[src/rtl/i2c_reg_seq_loader_if.sv]
// i2c_reg_seq_loader_if: byte-level command bus between the loader and an I2C byte controller.
interface i2c_reg_seq_loader_if;
   logic       cmd_start;
   logic       cmd_stop;
   logic       cmd_read;
   logic       cmd_write;
   logic       cmd_ack_in;
   logic [7:0] cmd_din;
   logic       cmd_ack;
   logic       ack_out;
   logic [7:0] dout;
   modport master (output cmd_start, cmd_stop, cmd_read, cmd_write, cmd_ack_in, cmd_din,
                   input  cmd_ack, ack_out, dout);
   modport slave  (input  cmd_start, cmd_stop, cmd_read, cmd_write, cmd_ack_in, cmd_din,
                   output cmd_ack, ack_out, dout);
endinterface

[src/rtl/i2c_reg_seq_loader.sv]
// i2c_reg_seq_loader: walks a register ROM and writes (optionally reads back) each entry over a byte-level I2C master.
module i2c_reg_seq_loader #(
   parameter logic [6:0] SLAVE_ADDR   = 7'h74,
   parameter int         ADDR_BYTES   = 2,
   parameter int         MEM_DEPTH    = 512,
   parameter int         PAUSE_CYCLES = 10,
   parameter int         DELAY_UNIT   = 1000,
   parameter int         MAX_RETRY    = 3
) (
   input  logic                         clk_i,
   input  logic                         arstn_i,
   input  logic                         start_i,
   input  logic                         verify_i,
   output logic [$clog2(MEM_DEPTH)-1:0] rom_addr_o,
   input  logic [ADDR_BYTES*8+7:0]      rom_data_i,
   i2c_reg_seq_loader_if.master         bus,
   output logic                         busy_o,
   output logic                         done_o,
   output logic                         err_o,
   output logic [$clog2(MEM_DEPTH)-1:0] err_idx_o
);
   localparam int AW = $clog2(MEM_DEPTH);
   localparam int DW = ADDR_BYTES*8+8;
   localparam int RW = $clog2(MAX_RETRY+1) > 0 ? $clog2(MAX_RETRY+1) : 1;
   localparam logic [2:0]    LAST_WR   = 3'(ADDR_BYTES+1);
   localparam logic [2:0]    LAST_RD   = 3'(ADDR_BYTES+2);
   localparam logic [AW-1:0] LAST_IDX  = AW'(MEM_DEPTH-1);
   localparam logic [RW-1:0] RETRY_MAX = RW'(MAX_RETRY);
   localparam logic [31:0]   PAUSE_LD  = 32'(PAUSE_CYCLES-1);
   localparam logic [31:0]   UNIT      = 32'(DELAY_UNIT);

   typedef enum logic [3:0] {
      IDLE, FETCH, DECODE, DELAY, ISSUE, WAIT_ACK, ABORT_STOP, WAIT_STOP, GAP, NEXT, FINISH
   } state_t;

   state_t          state_q, state_d;
   logic [AW-1:0]   idx_q, idx_d, err_idx_q, err_idx_d;
   logic [DW-1:0]   entry_q, entry_d;
   logic [2:0]      step_q, step_d;
   logic            rd_q, rd_d, redo_q, redo_d, verify_q, verify_d, err_q, err_d;
   logic [RW-1:0]   retry_q, retry_d;
   logic [31:0]     cnt_q, cnt_d;
   logic [12:0]     cmd_q, cmd_d, issue_cmd;
   logic [7:0]      addr_byte;
   logic            wa_ack, rd_step, last_wr, nack, mism, fail_ack, abort, ok, fail, can_retry, is_delay, cnt_zero;

   assign {bus.cmd_start, bus.cmd_stop, bus.cmd_read, bus.cmd_write, bus.cmd_ack_in, bus.cmd_din} = cmd_q;
   assign rom_addr_o = idx_q;
   assign err_o      = err_q;
   assign err_idx_o  = err_idx_q;
   assign busy_o     = state_q != IDLE && state_q != FINISH;
   assign done_o     = state_q == FINISH;

   assign wa_ack    = state_q == WAIT_ACK && bus.cmd_ack;
   assign rd_step   = rd_q && step_q == LAST_RD;
   assign last_wr   = !rd_q && step_q == LAST_WR;
   assign nack      = bus.ack_out && !rd_step;
   assign mism      = rd_step && bus.dout != entry_q[7:0];
   assign fail_ack  = wa_ack && ((nack && last_wr) || mism);
   assign abort     = wa_ack && nack && !last_wr;
   assign ok        = wa_ack && !nack && !mism && (rd_step || (last_wr && !verify_q));
   assign fail      = fail_ack || (state_q == WAIT_STOP && bus.cmd_ack);
   assign can_retry = retry_q < RETRY_MAX;
   assign is_delay  = &rom_data_i[DW-1:8];
   assign cnt_zero  = cnt_q == '0;
   assign addr_byte = 8'(entry_q >> (8*(ADDR_BYTES+1-int'(step_q))));

   // {start, stop, read, write, ack_in, din}; steps 1..ADDR_BYTES carry the register address MSB first
   assign issue_cmd = step_q == 3'd0             ? {5'b10010, SLAVE_ADDR, 1'b0}
                    : rd_q && step_q == LAST_WR  ? {5'b10010, SLAVE_ADDR, 1'b1}
                    : rd_q && step_q == LAST_RD  ? {5'b01101, 8'h00}
                    : step_q == LAST_WR          ? {5'b01010, entry_q[7:0]}
                    :                              {5'b00010, addr_byte};

   always_ff @(posedge clk_i or negedge arstn_i) begin
      if (!arstn_i) begin
         state_q   <= IDLE;
         idx_q     <= '0;
         err_idx_q <= '0;
         entry_q   <= '0;
         step_q    <= '0;
         rd_q      <= 1'b0;
         redo_q    <= 1'b0;
         verify_q  <= 1'b0;
         err_q     <= 1'b0;
         retry_q   <= '0;
         cnt_q     <= '0;
         cmd_q     <= '0;
      end else begin
         state_q   <= state_d;
         idx_q     <= idx_d;
         err_idx_q <= err_idx_d;
         entry_q   <= entry_d;
         step_q    <= step_d;
         rd_q      <= rd_d;
         redo_q    <= redo_d;
         verify_q  <= verify_d;
         err_q     <= err_d;
         retry_q   <= retry_d;
         cnt_q     <= cnt_d;
         cmd_q     <= cmd_d;
      end
   end

   always_comb begin
      state_d = state_q;
      case (state_q)
         IDLE:       state_d = start_i ? FETCH : IDLE;
         FETCH:      state_d = DECODE;
         DECODE:     state_d = !is_delay ? ISSUE : |rom_data_i[7:0] ? DELAY : GAP;
         DELAY:      state_d = cnt_zero ? GAP : DELAY;
         ISSUE:      state_d = WAIT_ACK;
         WAIT_ACK:   state_d = !bus.cmd_ack ? WAIT_ACK
                             : abort ? ABORT_STOP
                             : fail_ack ? (can_retry ? GAP : FINISH)
                             : ok ? GAP : ISSUE;
         ABORT_STOP: state_d = WAIT_STOP;
         WAIT_STOP:  state_d = !bus.cmd_ack ? WAIT_STOP : can_retry ? GAP : FINISH;
         GAP:        state_d = !cnt_zero ? GAP : redo_q ? ISSUE : NEXT;
         NEXT:       state_d = idx_q == LAST_IDX ? FINISH : FETCH;
         FINISH:     state_d = IDLE;
         default:    state_d = IDLE;
      endcase
   end

   always_comb begin
      idx_d     = idx_q;
      err_idx_d = err_idx_q;
      entry_d   = entry_q;
      step_d    = step_q;
      rd_d      = rd_q;
      redo_d    = redo_q;
      verify_d  = verify_q;
      err_d     = err_q;
      retry_d   = retry_q;
      cnt_d     = cnt_q;
      cmd_d     = cmd_q;
      if (state_q == IDLE && start_i) begin
         idx_d    = '0;
         retry_d  = '0;
         redo_d   = 1'b0;
         err_d    = 1'b0;
         verify_d = verify_i;
      end
      if (state_q == DECODE) begin
         entry_d = rom_data_i;
         step_d  = '0;
         rd_d    = 1'b0;
         cnt_d   = is_delay && |rom_data_i[7:0] ? 32'(rom_data_i[7:0]) * UNIT - 32'd1 : PAUSE_LD;
      end
      if (state_q == DELAY || state_q == GAP) cnt_d = cnt_zero ? PAUSE_LD : cnt_q - 32'd1;
      if (state_q == GAP && cnt_zero) redo_d = 1'b0;
      if (state_q == ISSUE) cmd_d = issue_cmd;
      if (state_q == ABORT_STOP) cmd_d = {5'b01000, 8'h00};
      if ((state_q == WAIT_ACK || state_q == WAIT_STOP) && bus.cmd_ack) cmd_d = '0;
      if (wa_ack && !fail_ack && !abort && !ok) begin
         rd_d   = rd_q || last_wr;
         step_d = last_wr ? 3'd0 : step_q + 3'd1;
      end
      if (ok) cnt_d = PAUSE_LD;
      // a failed entry restarts from its device-address byte in the write phase
      if (fail && can_retry) begin
         retry_d = retry_q + 1'b1;
         redo_d  = 1'b1;
         rd_d    = 1'b0;
         step_d  = '0;
         cnt_d   = PAUSE_LD;
      end
      if (fail && !can_retry) begin
         err_d     = 1'b1;
         err_idx_d = idx_q;
      end
      if (state_q == NEXT) begin
         retry_d = '0;
         idx_d   = idx_q == LAST_IDX ? idx_q : idx_q + 1'b1;
      end
      if (state_q == FINISH) idx_d = '0;
   end
endmodule

[src/flat_wrapper.sv]
// flat-port wrapper written by rule: the top's interface ports become plain ports
module i2c_reg_seq_loader_flat 
#(
   parameter logic [6:0] SLAVE_ADDR   = 7'h74,
   parameter int         ADDR_BYTES   = 2,
   parameter int         MEM_DEPTH    = 512,
   parameter int         PAUSE_CYCLES = 10,
   parameter int         DELAY_UNIT   = 1000,
   parameter int         MAX_RETRY    = 3
)
  (clk_i, arstn_i, start_i, verify_i, rom_addr_o, rom_data_i, busy_o, done_o, err_o, err_idx_o, bus_cmd_start, bus_cmd_stop, bus_cmd_read, bus_cmd_write, bus_cmd_ack_in, bus_cmd_din, bus_cmd_ack, bus_ack_out, bus_dout);
  i2c_reg_seq_loader_if bus_i ();
  input  logic clk_i;
  input  logic arstn_i;
  input  logic start_i;
  input  logic verify_i;
  output logic [$clog2(MEM_DEPTH)-1:0] rom_addr_o;
  input  logic [ADDR_BYTES*8+7:0] rom_data_i;
  output logic busy_o;
  output logic done_o;
  output logic err_o;
  output logic [$clog2(MEM_DEPTH)-1:0] err_idx_o;
  output wire logic [$bits(bus_i.cmd_start)-1:0] bus_cmd_start;
  output wire logic [$bits(bus_i.cmd_stop)-1:0] bus_cmd_stop;
  output wire logic [$bits(bus_i.cmd_read)-1:0] bus_cmd_read;
  output wire logic [$bits(bus_i.cmd_write)-1:0] bus_cmd_write;
  output wire logic [$bits(bus_i.cmd_ack_in)-1:0] bus_cmd_ack_in;
  output wire logic [$bits(bus_i.cmd_din)-1:0] bus_cmd_din;
  input wire logic [$bits(bus_i.cmd_ack)-1:0] bus_cmd_ack;
  input wire logic [$bits(bus_i.ack_out)-1:0] bus_ack_out;
  input wire logic [$bits(bus_i.dout)-1:0] bus_dout;
  assign bus_cmd_start = bus_i.cmd_start;
  assign bus_cmd_stop = bus_i.cmd_stop;
  assign bus_cmd_read = bus_i.cmd_read;
  assign bus_cmd_write = bus_i.cmd_write;
  assign bus_cmd_ack_in = bus_i.cmd_ack_in;
  assign bus_cmd_din = bus_i.cmd_din;
  assign bus_i.cmd_ack = bus_cmd_ack;
  assign bus_i.ack_out = bus_ack_out;
  assign bus_i.dout = bus_dout;
  i2c_reg_seq_loader #(.SLAVE_ADDR(SLAVE_ADDR), .ADDR_BYTES(ADDR_BYTES), .MEM_DEPTH(MEM_DEPTH), .PAUSE_CYCLES(PAUSE_CYCLES), .DELAY_UNIT(DELAY_UNIT), .MAX_RETRY(MAX_RETRY)) u_core (.clk_i(clk_i), .arstn_i(arstn_i), .start_i(start_i), .verify_i(verify_i), .rom_addr_o(rom_addr_o), .rom_data_i(rom_data_i), .bus(bus_i), .busy_o(busy_o), .done_o(done_o), .err_o(err_o), .err_idx_o(err_idx_o));
endmodule
[config.mk]
export PLATFORM = sky130hd
export DESIGN_NAME = i2c_reg_seq_loader_flat
export DESIGN_NICKNAME = d
export VERILOG_FILES = /design/src/rtl/i2c_reg_seq_loader_if.sv /design/src/rtl/i2c_reg_seq_loader.sv /design/src/flat_wrapper.sv
export SDC_FILE = /design/constraint.sdc
export NUM_CORES = 1
export LEC_CHECK = 0
export ABC_AREA = 1
export CAP_MARGIN = 20
export CORE_ASPECT_RATIO = 1.75
export CORE_MARGIN = 4
export CORE_UTILIZATION = 45
export CTS_CLUSTER_DIAMETER = 40
export DETAILED_ROUTE_END_ITERATION = 16
export GPL_TIMING_DRIVEN = 1
export HOLD_SLACK_MARGIN = 0.06
export PLACE_DENSITY_LB_ADDON = 0.1
export SLEW_MARGIN = 20
export SYNTH_ARGS = -nofsm -noshare
export SYNTH_HDL_FRONTEND = slang
export SYNTH_SLANG_ARGS = --single-unit
[constraint.sdc]
create_clock -name clk_i -period 4.6 [get_ports clk_i]
set_input_delay 0.92 -clock clk_i [delete_from_list [all_inputs] [get_ports clk_i]]
set_output_delay 0.92 -clock clk_i [all_outputs]
set_load 0.05 [all_outputs]
==> reports/results.ini, run 1 <==
[run_status]
outcome=complete, no violations

[setup_path]
worstSetupPathDepth=20
end_kind=flop
worstPathArrival_ns=4.71
cp_max_fo=7
rr_startpoint=u_core.state_q[1]
reg2reg_depth=12
critical_path.slowest_cell=fa_2
cp_top_family=adder cells
worstSetupPathType=in -> reg
crit_path_end=u_core.cnt_q[22]
cpMostUsedCell=nand2_1
crit_chain=clkdlybuf4s50_1, inv_2, fa_1, inv_1, fa_1, fa_2, ha_4, ha_4, nand2_1, nor2_2, nand3_2, nand3_1, nand2_1, nand2_1, nand3_1, nor2_2, nand2_4, nand2_4, nand3_1, nand2_1
cp.required_ns=4.90
r2r-end=u_core.cnt_q[8]
start_kind=input port
path_buf_inv=3
crit_path_max_incr_delay_ns=0.56
ff2ff_setup_slack_ns=1.61
crit_path_start=rom_data_i[6]

[floorplanning]
top_level_ports=72
chipWidth_um=107
die_area_um2=19600
rows=63
core_area_um2=16900
die_h_um=182
start_util_pct=45.9

[global_route]
grt_pass1_wl_um=35100
grt_pass1_vias=7451
grt_util_all_layers_pct=22.0
gr-total-overflow=0
grt_antenna_before_repair=0
grt_max_degree=41

[synth]
synth_edf_count=0
yosysWarnings=0
syn_inst=1074
syn-num-nets=1182
synth_area_um2=7780
ys_types=45
ys_ff_latch=99
synthArstFlopShare_pct=100
synthFlopType=dfrtp_1
avgSynthCellArea_um2=7.25
synth-seq-area-share_pct=31.8

[timing]
finalHoldViolCount=0
final.min_clock_period_ns=4.41
hold_slack_ns=0.469
worst_pin_slew_ns=0.752
max-slew-margin-rel_pct=49.8
drv_slew=0
period_share_pct=95.8
finalSetupViolations=0
tns_ns=0
skew_ns=0.0181
timing.fmax_mhz=227

[finish]
multiInputGateArea_um2=4900
fillers=1647
fin_area_um2=9640
fin_nets=1298
final_common_cell=nand2_1
final_layout_size_suffix_gt1_share_pct=14.7
final_cells=1421
final_cell_mix=nand2_1 (273), inv_1 (134), nor2_1 (100), dfrtp_1 (99), o21ai_0 (87)
diodes=0
seq_area_um2=2480
areaGrowthSynthToFinish_pct=23.8

[placement]
hpwl_um=16000
placed_cells=1404
gp_congestion=0.907
placed_cell_area_um2=9050
port-buffer-count=71

[power_and_ir_drop]
irDropWorstVdd_uv=343
leakage_nw=4.80
p_per_area_nw_per_um2=630

[drt]
drt-total-wl_um=20400
drt_iter0_markers=373
drtPass1Iterations=5
top_layer=met4
wirelength_met1_um=8020
avgRoutedWirePerCell_um=14.4
wl_met2_um=11000
viasPerCell=5.11
antenna_left=0
vias=7261
wl_met3_um=750
drc_errors=0

[clocking]
cts_tree=done
cts_root_buf=clkbuf_16
numCtsBuffers=9
clock-sinks=99
cts.clk_slew.worst_paths_ns=0.07
cts_buffer_depth=2
clk_latency_ns=0.37
htree_levels=3

[min_path]
hold_path_class=reg -> reg

[job]
max_cap_viol_count=0

kinds of logic after synthesis:
family	share of synthesized area [%]
AND/OR/NAND/NOR	31.7
buffers and inverters	9.11
AO/OA/AOI/OAI	10.1
flip-flops	31.8
adder cells (fa/ha/maj)	13.3
XOR/XNOR	3.94
synth_stat cells (5+ instances only):
cell / number / area, um^2
a21oi_1: 30 / 150
buf_2: 8 / 40.0
clkbuf_1: 7 / 26.3
dfrtp_1: 99 / 2480
fa_1: 21 / 420
ha_1: 49 / 613
inv_1: 144 / 541
inv_2: 9 / 33.8
nand2_1: 285 / 1070
nand2_2: 11 / 68.8
nand3_1: 69 / 345
nand3b_1: 5 / 37.5
nand4_1: 30 / 188
nor2_1: 105 / 394
nor2_2: 7 / 43.8
nor2_4: 8 / 90.1
nor3_1: 15 / 75.1
o21ai_0: 88 / 440
o311ai_0: 5 / 43.8
o31ai_1: 6 / 45.0
xnor2_1: 14 / 123
xor2_1: 21 / 184
power breakdown:
group	internal (mW)	switching, mW
registers	1.14	0.254
clock network	0.420	0.343
logic	1.49	2.42
through the flow:
stage / utilization, % / setup slack, ns / power, mW
after floorplan: - / 0.0926 / 3.87
after global placement: 53.4 / -0.720 / 4.90
after detailed placement: 53.4 / -0.746 / 4.95
after CTS: 56.0 / 0.00490 / 5.90
after global routing: 56.9 / -0.00943 / 6.68
final: 56.9 / 0.191 / 6.07
layout make-up:
class	count	share of cell area, %
flip-flops and latches	99	25.7
well taps	227	2.95
repair buffers	125	11.4
clock inverters	6	0.701
multi-input cells	801	50.8
inverters	154	6.08
clock buffers	9	2.34
metal layers:
layer,vias to the layer above,track usage (%)
li1,3689,-
met1,3384,24.6
met5,-,0
met4,0,9.56
met3,42,2.95
met2,146,40.9
registers in the layout (all words and copies together), names as in the netlist:
signal             flops
u_core.err_o           1
u_core.state_q         4
u_core.cnt_q          32
u_core.redo_q          1
u_core.step_q          3
u_core.cmd_q          12
u_core.entry_q        24
u_core.verify_q        1
u_core.rd_q            1
u_core.retry_q         2
u_core.err_idx_o       9
u_core.rom_addr_o      9
worst min path at each step:
stage,startpoint,to,slack [ns],depth (start not counted)
finish,u_core.entry_q[14],u_core.entry_q[14],0.47,2
global route,u_core.cnt_q[31],u_core.cnt_q[31],0.49,2
CTS,u_core.entry_q[14],u_core.entry_q[14],0.47,2
detailed placement,u_core.entry_q[14],u_core.entry_q[14],0.45,2
global placement,u_core.cmd_q[9],u_core.cmd_q[9],0.45,2
floorplan,u_core.entry_q[12],u_core.entry_q[12],0.44,2
worst min-delay path, stage by stage (launching register included):
cell and delay, ns:
dfrtp_1 0.34, nand2_1 0.05, nand2_1 0.05
repair_timing:
| action | CTS | global route |
|---|---|---|
| gates resized for setup | 33 | 43 |
| buffers inserted | 1 | 1 |
| hold buffers | 0 | 0 |
| pin swaps | 9 | 34 |
| cloned | 1 | 0 |
| setup endpoints to repair | 23 | 23 |
| endpoints found under the hold margin | 0 | 0 |
Note: power is estimated with default switching activity, not from simulation.
==> run 2: changes to the inputs <==
Settings changed: CORE_ASPECT_RATIO 1.75 to 1.4, CORE_UTILIZATION 45 to 38, CTS_CLUSTER_SIZE set to 20.
==> run 2 against run 1 <==
Combinational power is 5.4% higher. Critical path depth grew 2. Maximum frequency shrank 0.12%. Critical path type unchanged. Clock power increased by 6.8%. Final cell count increased by 2.6%. Register-to-register slack improved by 0.11 ns.
==> reports/results.ini, run 2 (synthesized netlist as in run 1, its figures left out) <==
[run_status]
outcome=complete, no violations

[placement]
gp_congestion=0.938  ; +3.5%
port-buffer-count=71  ; unchanged
placed_cells=1430  ; +1.9%
hpwl_um=16800  ; +4.9%
place_ws_ns=-0.795  ; -0.0490 ns

[min_path]
hold_path_class=reg -> reg

[setup_path]
cp.required_ns=4.85  ; -0.05 ns
reg2reg_depth=11  ; -1
start_kind=input port
end_kind=flop
worstPathArrival_ns=4.67  ; -0.04 ns
crit_chain=buf_2, fa_1, xor2_1, ha_1, fa_1, inv_1, fa_1, inv_2, ha_4, nand2_4, inv_2, nand4_1, nand2_1, nand2_1, nand2_2, nand3_2, nor2_2, nand2_2, nand2_4, buf_12, nand2_1, o21ai_0
ff2ff_setup_slack_ns=1.72  ; +0.11 ns
worstSetupPathType=in -> reg
r2r-end=u_core.cnt_q[8]
crit_path_max_incr_delay_ns=0.54  ; -0.02 ns
crit_path_start=rom_data_i[1]
cp_max_fo=7  ; unchanged
rr_startpoint=u_core.state_q[3]
crit_path_end=u_core.cnt_q[21]
critical_path.slowest_cell=fa_1

[clocking]
cts.clk_slew.worst_paths_ns=0.08  ; about the same
numCtsBuffers=9  ; unchanged
htree_levels=3  ; unchanged
cts_tree=done
cts_root_buf=clkbuf_16
cts_hold_buf=0  ; unchanged
clk_latency_ns=0.35  ; -0.02 ns
clock-sinks=99  ; unchanged
cts_buffer_depth=2  ; unchanged

[global_route]
grt_pass1_wl_um=36000  ; +2.5%
grt_antenna_before_repair=0  ; unchanged
grt_max_degree=59  ; +44%
grt_pass1_vias=7409  ; -0.56%
grt_util_all_layers_pct=19.5  ; -2.5 points
gr-total-overflow=0  ; unchanged

[finish]
fillers=2029  ; +23%
fin_util_pct=49.3  ; -7.6 points
fin_nets=1309  ; +0.85%
areaGrowthSynthToFinish_pct=26.6
final_common_cell=nand2_1
final_cell_mix=nand2_1 (265), inv_1 (131), dfrtp_1 (99), nor2_1 (96), o21ai_0 (88)
largest_reg_flops=32  ; unchanged
diodes=0  ; unchanged
final_cells=1458  ; +2.6%
top_regs=u_core.cnt_q (32), u_core.entry_q (24), u_core.cmd_q (12)
regMostFlops=u_core.cnt_q
final_layout_size_suffix_gt1_share_pct=17.0  ; +2.3 points

[drt]
drc_errors=0  ; unchanged
avgRoutedWirePerCell_um=14.7  ; +2.2%
viasPerCell=4.99  ; -2.3%
antenna_left=0  ; unchanged
drt-total-wl_um=21400  ; +4.8%
vias=7278  ; +0.23%
drtPass1Iterations=5  ; unchanged
drt_iter0_markers=319  ; -14%

[floorplanning]
rows=61  ; -3.2%
die_area_um2=22900  ; +17%
core_area_um2=20000  ; +18%
start_util_pct=38.9  ; -7.0 points
die_h_um=177  ; -2.5%
top_level_ports=72  ; unchanged
chipWidth_um=129  ; +20%

[timing]
final.min_clock_period_ns=4.41  ; +0.00551 ns
setup_ws_ns=0.185  ; -0.00551 ns
hold_slack_ns=0.474  ; +0.00506 ns
drv_slew=0  ; unchanged
max-slew-margin-rel_pct=50.9  ; +1.1 points
timing.fmax_mhz=227  ; -0.12%
finalSetupViolations=0  ; unchanged
worst_pin_slew_ns=0.735  ; -0.0170 ns
skew_ns=0.0140  ; -0.00418 ns
period_share_pct=96.0  ; +0.12 points
finalHoldViolCount=0  ; unchanged

[job]
max_cap_viol_count=0  ; unchanged

[power_and_ir_drop]
irDropWorstVdd_uv=278  ; -19%
total_power_mw=6.32  ; +4.2%
leakage_nw=4.87  ; +1.5%
p_per_area_nw_per_um2=642  ; +1.9%

[run 2: layout make-up]
class | instances | area [um^2] | share of cell area [%]
Clock inverter | 6 | 76.3 | 0.775
Timing Repair Buffer | 137 | 1230 | 12.5
Tap cell | 252 | 315 | 3.20
Clock buffer | 10 | 239 | 2.43
Inverter | 154 | 586 | 5.94
Sequential cell | 99 | 2480 | 25.1
Multi-Input combinational cell | 800 | 4930 | 50.1
[run 2: stage by stage]
| stage | TNS, ns | cell area [um^2] |
|---|---|---|
| after floorplan | 0 | 7780 |
| after global placement | -16.09 | 9100 |
| after detailed placement | -16.72 | 9100 |
| after CTS | 0 | 9600 |
| after global routing | -0.0121 | 9850 |
| final | 0 | 9850 |
[run 2: how the worst min path moves through the flow]
stage | from | to | slack [ns] | cells past startpoint
after global routing | u_core.entry_q[20] | u_core.entry_q[20] | 0.49 | 2
after global placement | u_core.entry_q[14] | u_core.entry_q[14] | 0.46 | 2
after CTS | u_core.entry_q[16] | u_core.entry_q[16] | 0.48 | 2
after floorplan | u_core.entry_q[12] | u_core.entry_q[12] | 0.44 | 2
after detailed placement | u_core.entry_q[16] | u_core.entry_q[16] | 0.46 | 2
final | u_core.cmd_q[9] | u_core.cmd_q[9] | 0.47 | 2
[run 2: layer usage]
layer  up-vias  global-route usage, %  wire length [um]
met4         0                   8.19               731
met2       128                   35.6             11300
li1       3715                      -                 -
met3        43                   2.02               653
met5         -                      0                 0
met1      3392                   23.1              8720
[run 2: critical path, delay by kind of cell]
| kind | cells | cell delay (ns) |
|---|---|---|
| adder cells (fa/ha/maj) | 5 | 2.12 |
| AND/OR/NAND/NOR | 10 | 0.92 |
| buffers and inverters | 5 | 0.44 |
| XOR/XNOR | 1 | 0.18 |
| AO/OA/AOI/OAI | 1 | 0.08 |
[run 2: power breakdown]
| group | internal [mW] | switching, mW | total, mW |
|---|---|---|---|
| combinational | 1.59 | 2.53 | 4.12 |
| sequential | 1.14 | 0.251 | 1.40 |
| clock | 0.448 | 0.366 | 0.814 |
| total | 3.18 | 3.14 | 6.32 |
[run 2: timing repair]
item / in CTS / in global routing
pin swaps: 10 / 35
setup endpoints to repair: 22 / 21
buffers inserted: 2 / 8
cloned: 1 / 0
gates resized for setup: 41 / 60
==> run 3: changes to the inputs <==
Settings changed: ABC_CLOCK_PERIOD_IN_PS set to 4600.
==> results of run 3 <==
Final layout, timing and power as in run 2 (identical DEF).
